**src/rtl/seq6_monitor.sv**
```systemverilog
// Phase tracker and self-check for the six-state sequence counter output.
// Hunts for S0, verifies LOCK_LEN correct steps, then flywheels through isolated misses.
module seq6_monitor #(
  parameter logic [2:0] S0 = 3'd0,
  parameter logic [2:0] S1 = 3'd1,
  parameter logic [2:0] S2 = 3'd3,
  parameter logic [2:0] S3 = 3'd7,
  parameter logic [2:0] S4 = 3'd6,
  parameter logic [2:0] S5 = 3'd4,
  parameter int unsigned LOCK_LEN   = 6,
  parameter int unsigned MISS_LIMIT = 2
) (
  input  logic       clk,
  input  logic       rstb,
  input  logic       count_valid,
  input  logic [2:0] count,
  output logic [2:0] phase,
  output logic       locked,
  output logic       wrap_pulse,
  output logic       err_pulse,
  output logic       illegal,
  output logic [7:0] err_count
);

  typedef enum logic [1:0] {HUNT, SYNC, LOCKED} state_t;

  localparam logic [3:0] LOCK_LEN_C   = LOCK_LEN[3:0];
  localparam logic [2:0] MISS_LIMIT_C = MISS_LIMIT[2:0];

  state_t     state, state_n;
  logic [2:0] phase_n;
  logic       locked_n, wrap_n, err_n, illegal_n;
  logic [7:0] err_count_n;
  logic [3:0] match_cnt, match_cnt_n, match_inc;
  logic [2:0] miss_cnt, miss_cnt_n, miss_inc;
  logic [2:0] next_phase, expected;
  logic       is_legal;

  function automatic logic [2:0] code_at(input logic [2:0] p);
    logic [2:0] c;
    case (p)
      3'd0:    c = S0;
      3'd1:    c = S1;
      3'd2:    c = S2;
      3'd3:    c = S3;
      3'd4:    c = S4;
      3'd5:    c = S5;
      default: c = S0;
    endcase
    return c;
  endfunction

  assign next_phase = (phase == 3'd5) ? 3'd0 : phase + 3'd1;
  assign expected   = code_at(next_phase);
  assign is_legal   = (count == S0) || (count == S1) || (count == S2) ||
                      (count == S3) || (count == S4) || (count == S5);
  assign match_inc  = match_cnt + 4'd1;
  assign miss_inc   = miss_cnt + 3'd1;

  always_ff @(posedge clk) begin
    if (rstb) begin
      state      <= HUNT;
      phase      <= 3'd0;
      locked     <= 1'b0;
      wrap_pulse <= 1'b0;
      err_pulse  <= 1'b0;
      illegal    <= 1'b0;
      err_count  <= 8'd0;
      match_cnt  <= 4'd0;
      miss_cnt   <= 3'd0;
    end else begin
      state      <= state_n;
      phase      <= phase_n;
      locked     <= locked_n;
      wrap_pulse <= wrap_n;
      err_pulse  <= err_n;
      illegal    <= illegal_n;
      err_count  <= err_count_n;
      match_cnt  <= match_cnt_n;
      miss_cnt   <= miss_cnt_n;
    end
  end

  always_comb begin
    state_n     = state;
    phase_n     = phase;
    locked_n    = locked;
    wrap_n      = 1'b0;
    err_n       = 1'b0;
    illegal_n   = 1'b0;
    err_count_n = err_count;
    match_cnt_n = match_cnt;
    miss_cnt_n  = miss_cnt;

    if (count_valid) begin
      illegal_n = !is_legal;
      case (state)
        HUNT: begin
          if (count == S0) begin
            phase_n     = 3'd0;
            match_cnt_n = 4'd0;
            state_n     = SYNC;
          end
        end
        SYNC: begin
          if (count == expected) begin
            phase_n     = next_phase;
            match_cnt_n = match_inc;
            if (match_inc == LOCK_LEN_C) begin
              state_n    = LOCKED;
              locked_n   = 1'b1;
              miss_cnt_n = 3'd0;
            end
          end else if (count == S0) begin
            phase_n     = 3'd0;
            match_cnt_n = 4'd0;
          end else begin
            state_n = HUNT;
          end
        end
        LOCKED: begin
          if (count == expected) begin
            phase_n    = next_phase;
            miss_cnt_n = 3'd0;
            wrap_n     = (next_phase == 3'd0);
          end else begin
            // Flywheel: keep stepping the phase so a lone glitch does not desync us.
            err_n       = 1'b1;
            err_count_n = (err_count == 8'hFF) ? err_count : err_count + 8'd1;
            if (miss_inc == MISS_LIMIT_C) begin
              state_n    = HUNT;
              locked_n   = 1'b0;
              phase_n    = 3'd0;
              miss_cnt_n = 3'd0;
            end else begin
              miss_cnt_n = miss_inc;
              phase_n    = next_phase;
            end
          end
        end
        default: begin
          state_n  = HUNT;
          locked_n = 1'b0;
          phase_n  = 3'd0;
        end
      endcase
    end
  end

endmodule

```
**config.mk**
```make
export PLATFORM = sky130hd
export DESIGN_NAME = seq6_monitor
export DESIGN_NICKNAME = d
export VERILOG_FILES = /design/src/rtl/seq6_monitor.sv
export SDC_FILE = /design/constraint.sdc
export NUM_CORES = 1
export LEC_CHECK = 0
export CAP_MARGIN = 20
export CORE_ASPECT_RATIO = 0.6
export CORE_MARGIN = 8
export CORE_UTILIZATION = 45
export CTS_BUF_LIST = sky130_fd_sc_hd__clkbuf_4 sky130_fd_sc_hd__clkbuf_8
export DETAILED_ROUTE_END_ITERATION = 6
export PLACE_DENSITY_LB_ADDON = 0.08
export SYNTH_ARGS = -nofsm -noshare
export SYNTH_HDL_FRONTEND = slang
export SYNTH_SLANG_ARGS = --single-unit
```
**constraint.sdc**
```tcl
create_clock -name clk -period 3.7 [get_ports clk]
set_input_delay 0.925 -clock clk [delete_from_list [all_inputs] [get_ports clk]]
set_output_delay 0.925 -clock clk [all_outputs]
set_load 0.02 [all_outputs]
```
## Word level (Yosys, flattened, before mapping)

Index checks and enable logic that the tools add are counted.

| storage, ports and cells | value |
|---|---|
| output and inout port bits | 15 |
| bits in registers | 24 |

| operators by class | value |
|---|---|
| reductions and logical operators | 19 |
| bitwise operators | 5 |
| add/subtract/negate cells | 4 |
| equal/unequal tests | 24 |
| muxes and demuxes | 28 |

Operators by type and width:

| cell | number |
|---|---|
| 3-bit two-way mux | 9 |
| 3-bit equality test, second input constant | 6 |
| 3-bit one-hot mux with 5 select lines | 1 |
| 3-bit by 2-bit equality test with 1-bit output, second input constant | 4 |
| 2-bit two-way mux | 6 |
| 6-bit AND reduction | 2 |
| 2-bit != test, second input constant | 5 |
| 3-bit one-hot mux with 3 select lines | 1 |
| 8-bit by 1-bit adder with 8-bit output, second input constant | 1 |
| 8-bit equality test, second input constant | 1 |
| 4-bit two-way mux | 2 |
| 4-bit one-hot mux with 2 select lines | 1 |
| 4-bit AND reduction | 2 |
| 3-bit by 1-bit adder with 3-bit output, second input constant | 2 |
| 3-bit by 1-bit equality test with 1-bit output, second input constant | 2 |
| 3-bit zero test | 2 |
| 3-bit != test, second input constant | 2 |
| 2-bit one-hot mux with 3 select lines | 1 |
| 3-bit one-hot mux with 2 select lines | 1 |
| 1-bit logical OR | 5 |
| 1-bit two-way mux | 5 |
| 1-bit NOT | 5 |
| 4-bit by 1-bit adder with 4-bit output, second input constant | 1 |
| 4-bit by 3-bit equality test with 1-bit output, second input constant | 1 |
| 11 further kinds | 12 |

## Logic depth before layout (Yosys ltp)

Gate-level depths: netlist (run 1).

| logic depth | value |
|---|---|
| word-level depth | 7 |
| depth in mapped cells | 8 |
| depth with buffers taken out | 7 |

## Worst setup path before layout (run 1)

OpenSTA, ideal clock, no wires.

| path | value |
|---|---|
| kind | input -> register |
| from | in count[2] |
| to | reg err_count[5] |
| buffers on the path | 2 |
| arrival time | 2.423 ns |
| stages on the path | 7 |
| library setup time | 0.121 ns |
| setup slack | 1.156 ns |
| cell sequence | buf_4 > or3b_4 > a2111oi_4 > a211o_4 > buf_6 > nor3_2 > mux2_4 |

| between the ends | value |
|---|---|
| word-level cells in the longest chain between the ends | 3 |

RTL lines:

| what | RTL line | RTL |
|---|---|---|
| start, declared | 16 | `input logic [2:0] count,` |
| 3-bit equality test | 122 | `if (count == expected) begin` |
| 1-bit NOT (no line) | -- |  |
| 4-bit AND reduction (no line) | -- |  |
| end signal, assigned | 78 | `err_count <= err_count_n;` |
| end, declared | 22 | `output logic [7:0] err_count` |

No other way between the ends.
A chain may end at the register's enable or synchronous reset.

## Final worst setup path (run 1)

| path | value |
|---|---|
| from | in count[2] |
| to | reg phase[2] |

| between the ends | value |
|---|---|
| word-level cells in the longest chain between the ends | 4 |
| elaborated cells on any way between the ends | 6 |

RTL lines:

| what | RTL line | RTL |
|---|---|---|
| 3-bit zero test | 99, 114 |  |
| 3-bit two-way mux | -- |  |
| 3-bit two-way mux | 106 | `if (count == expected) begin` |
| 3-bit one-hot mux with 3 select lines * | 97 | `case (state)` |
| end signal, assigned | 73 | `phase <= phase_n;` |
| end, declared | 17 | `output logic [2:0] phase,` |

Mark *: on every way between the ends. The rest lies on a longest branch, timed or not.

==> run metrics, run 1 <==
Final GP Congestion=between 0.8 and 0.9; Req. time, crit path=between 3000 and 4000 ps; met3 Usage GRT=3.53%; CTS H-tree lvls=1; Int Pwr=~370 uW; Least-Margin Pin Slew=approximately 750 ps; LEAKAGE=~0.59 nW; Die Wd=roughly 90 um; Switching Fraction=~23%; antenna violations before repair=0; Starting Density=between 40% and 50%; Avg Synthesized Cell Area=~9 um^2; diodes inserted=0; Setup crit end kind=flip-flop; post-route cell area=approximately 1800 um^2; dominant cells by area after synthesis=dfxtp_1 31%, a21oi_1 4.5%, ha_1 4.0%; Synthesis Warnings=0; Pwr per Cell Area=263 nW/um^2; EDFF count, synth=0; total congestion overflow=0; via density per instance=about 5.8; DRT Pass-1 Iters=4; main flop type after synthesis=dfxtp_1; largest area contributor in the netlist=dfxtp_1; DR WL/cell=about 15 um; IR drop worst, VDD=roughly 0.15 mV; first-pass GRT wire length=about 6 mm; worst path arrival time=approximately 3200 ps; Achievable Freq=roughly 0.33 GHz; routed wire length=3.58 mm; Clk pin slew, worst setup/hold paths=80 ps; vias in the first global route=around 1,200; placed cell areas=~1800 um^2; Hold Path Class=flip-flop to flip-flop; clk_skew=around 3.2 ps; Flop pwr share=between 50% and 60%; final hold violation count=0; cells after synthesis=about 170; sequential share of the synthesized area=a little under a third; Worst Setup Start Kind=input pin; outcome=complete, no violations; core region area=3280 um^2; Final Max Slew Viols=0; Async SR Flop Fraction=0%; worst skew pair latency=270 ps; combinational share of power=8.4%; syn nets=183; CTS tree=yes; Max Cap Violations=0; # IOs=21; Clk pwr share=37.2%; layout overhead on the synthesized area=17.0%; largest net degree at the start of global routing=28; Setup Crit Path Kind=input pin to flip-flop; Slew Limit Headroom=about 50%; # hold bufs at CTS=0; met2 Use GR=around a fifth; num rows=16; Final Setup Violations=0; flops & latches, synth=24; setup TNS=0 ps; FILL cells=a little over 300; die footprint=between 5000 and 6000 um^2; Yosys cell types=55; DRC violation total after the first TritonRoute iteration=roughly 160; CTS Buf Count=3; share of layout cells above drive strength 1=13.8%; Max Root-Sink Buffers=2; GR peak layer=met2; DIE HEIGHT=between 60 and 70 um; Tcrit/Tclk final=between 80 and 90%; nets=200; CTS sink count=24; post-cts sizing count=0; Mapped Area=approximately 1600 um^2; RSZ-0062 raised after global routing=no; Yosys top cell area share=30.9%; fin crit period=between 3000 and 4000 ps; Commonest cells post-synth=24 x dfxtp_1, 14 x a21oi_1, 10 x nand3_1; CTS root buffer=clkbuf_8; Vias=between 1,000 and 1,500; ANT nets after route=0; met1 GRT Util=around 18%; NetSw=109 uW; Post-CTS Setup Bufs=0; largest fanout on the critical path=27; post-DP HPWL=about 2.6 mm; count leader, synth=dfxtp_1; Tot GR Track Use=13.0%; I/O Buffers=20; DRC violations left=0
[layout make-up]
type | instances | area (um^2) | share of cell area [%]
repair buffers | 23 | 223 | 12.3
clock buffers | 4 | 55.1 | 3.03
well taps | 45 | 56.3 | 3.10
multi-input cells | 129 | 972 | 53.5
inverters | 8 | 30.0 | 1.65
flip-flops and latches | 24 | 480 | 26.4
[per-stage QoR]
step	utilization, %	setup WS, ps	instances	total power [mW]	hold WS, ps
4_1_cts	55.3	658	233	0.480	503
6_report	55.3	641	233	0.478	499
5_1_grt	55.3	532	233	0.496	537
2_1_floorplan	-	1160	172	0.293	481
3_3_place_gp	53.7	459	229	0.304	485
3_5_place_dp	53.7	373	229	0.306	491
[cells by family (layout without fill, tap and decap cells)]
kind of cell	after synthesis	count (layout)	share of synthesized area [%]
muxes	4	4	3.63
and+or+nand+nor	63	63	26.4
xor gates and xnor gates	3	3	1.69
DFF	24	24	30.9
buffers and inverters	19	35	6.45
adders and majority gates	5	5	4.03
AOI/OAI and AO/OA	54	54	26.8
[cell usage in the layout, fill, tap and decap left out, drive strengths merged, types with 3 or more instances in the layout]
master,n
or4,5
o21ai,6
nor3,7
clkdlybuf4s50,20
nor2,5
nand3b,3
buf,3
a221o,3
nand2,6
dfxtp,24
inv,8
ha,5
a21oi,14
a2111oi,3
and3,4
o211ai,4
nand3,10
clkbuf,4
nor2b,8
or3b,4
a211oi,3
mux2,4
o31ai,5
[routing by layer]
metal	part of all wire (%)	vias up
li1	-	690
met5	0	-
met4	0.33	0
met3	5.9	2
met2	41	34
met1	53	617
[registers in the layout, summed over array words and instances (netlist names)]
register and count:
err_count 8, err_pulse 1, illegal 1, locked 1
match_cnt 4, miss_cnt 3, phase 3, state 2
wrap_pulse 1
[power groups by stage]
stage               sequential [mW]  clock, mW  combinational [mW]
floorplan                     0.266          0              0.0271
global placement              0.266          0              0.0385
detailed placement            0.266          0              0.0397
CTS                           0.260      0.180              0.0398
global route                  0.260      0.192              0.0437
finish                        0.260      0.178              0.0404
[path summary, 6_finish.rpt]
check	depth (start not counted)	slack, ps	start	to
max	6	640	count[2]	phase[2]
min	2	500	err_count[4]	err_count[4]
max reg2reg	5	1440	phase[0]	phase[2]
min reg2reg	2	500	err_count[4]	err_count[4]
[worst max-delay path, cell delays in order]
cell and delay [ps]:
clkdlybuf4s50_1 610, or3b_4 430, a2111oi_4 360, a211o_4 330, a311oi_1 190, a221o_1 380
Note: power is estimated with default switching activity, not from simulation.
==> inputs of run 2 (changes only) <==
==> constraint.sdc (replaced) <==
create_clock -name clk -period 2.65 [get_ports clk]
set_input_delay 0.6625 -clock clk [delete_from_list [all_inputs] [get_ports clk]]
set_output_delay 0.6625 -clock clk [all_outputs]
set_load 0.02 [all_outputs]
==> run metrics, run 2 (synthesized netlist as in run 1, its figures left out) <==
outcome=complete, no violations; vias in the first global route=around 1,300; antenna violations before repair=0; Final Util=58.8%; Slew Limit Headroom=44.4%; first-pass GRT wire length=6.51 mm; nets=roughly 210; Int Pwr=527 uW; post-DP HPWL=2.99 mm; Die Wd=roughly 92 um; I/O Buffers=20; CTS H-tree lvls=1; CTS Buf Count=3; worst skew pair latency=about 270 ps; NetSw=164 uW; Hold Path Class=flip-flop to flip-flop; hold_sp=err_count[4]; Setup crit end kind=flip-flop; Achievable Freq=just under 0.4 GHz; via density per instance=between 5 and 6; Max Root-Sink Buffers=2; # IOs=21; total congestion overflow=0; CTS tree=yes; R2R Setup Slk=~440 ps; Pwr per Cell Area=~360 nW/um^2; Flop pwr share=between 50% and 60%; LEAKAGE=about 0.66 nW; placed cell areas=roughly 1900 um^2; post-route cell area=~1900 um^2; Tot GR Track Use=~14%; routed wire length=3.95 mm; core region area=3280 um^2; crit path from=count[1]; IR drop worst, VDD=approximately 0.19 mV; Vias=about 1,400; diodes inserted=0; Total Power=around 690 uW; Switching Fraction=between 20% and 30%; worst path arrival time=between 2000 and 3000 ps; dpl ws=-272 ps; RSZ-0062 raised after global routing=no; Clk pwr share=approximately 37%; largest fanout on the critical path=9; Final GP Congestion=0.828; DRC violation total after the first TritonRoute iteration=98; largest net degree at the start of global routing=23; setup TNS=0 ps; worst r2r src=phase[0]; ANT nets after route=0; share of layout cells above drive strength 1=approximately a fifth; Final Max Slew Viols=0; DRT Pass-1 Iters=4; CTS root buffer=clkbuf_8; Largest Register=err_count; Max Cap Violations=0; die footprint=approximately 5600 um^2; num rows=16; layout overhead on the synthesized area=24.4%; setup slack after layout=between 100 and 150 ps; Clk pin slew, worst setup/hold paths=around 80 ps; DIE HEIGHT=61.5 um; Least-Margin Pin Slew=~820 ps; max reg flops=8; Tcrit/Tclk final=a little over nine tenths; Req. time, crit path=2860 ps; DRC violations left=0; Setup Crit Path Kind=input pin to flip-flop; CTS sink count=24; commonest non-fill, non-tap cell in the layout=dfxtp_1; commonest cells after routing, fill and taps aside=24 x dfxtp_1, 19 x clkdlybuf4s50_1, 14 x a21oi_1, 14 x buf_4, 10 x nand3_1; Final Setup Violations=0; final hold violation count=0; Worst Setup Start Kind=input pin; Starting Density=47.3%; clk_skew=between 5 and 6 ps; combinational share of power=approximately a tenth; DR WL/cell=about 16 um; biggest regs=err_count x8, match_cnt x4; fin crit period=2530 ps
==> run 2: cell type report <==
cell class	instances	area, um^2
Inverter	8	30.0
Fill cell	314	1350
Sequential cell	24	480
Clock buffer	4	55.1
Multi-Input combinational cell	129	982
Tap cell	45	56.3
Timing Repair Buffer	35	328
==> run 2: power by group through the flow <==
stage / sequential [mW] / combinational [mW] / clock [mW]
3_5_place_dp: 0.371 / 0.0688 / 0
3_3_place_gp: 0.371 / 0.0663 / 0
2_1_floorplan: 0.371 / 0.0378 / 0
4_1_cts: 0.363 / 0.0693 / 0.265
5_1_grt: 0.363 / 0.0758 / 0.277
6_report: 0.363 / 0.0707 / 0.257
==> run 2: worst max-delay path: stages <==
cell             delay (ps)
clkdlybuf4s50_1         590
xor2_1                  170
o31ai_1                 100
a211o_4                 400
buf_4                   180
or4_1                   500
a21oi_1                 140
==> run 2: what timing repair did <==
| item | in CTS | in global routing |
|---|---|---|
| setup endpoints to repair | 0 | 8 |
| hold buffers | 0 | 0 |
| gates resized for setup | 0 | 4 |
| setup buffers | 0 | 0 |
==> run 2: worst paths after layout <==
path                                      to  cells after the start
worst max-delay path            err_count[4]                      7
worst min register to register  err_count[4]                      2
worst max register to register  err_count[4]                      6
worst min-delay path            err_count[4]                      2
==> run 2: per-stage QoR <==
| step | std cells | hold slack, ps |
|---|---|---|
| 4_1_cts | 245 | 519 |
| 3_5_place_dp | 241 | 506 |
| 3_3_place_gp | 241 | 483 |
| 6_report | 245 | 515 |
| 5_1_grt | 245 | 545 |
| 2_1_floorplan | 172 | 481 |
==> run 2: routing by layer <==
layer  wire [um]  vias up  global-route usage (%)
li1            -      714                       -
met4          23        0                    3.41
met5           0        -                       0
met1        1980      694                    19.2
met2        1750       25                    22.2
met3         203        4                    3.77
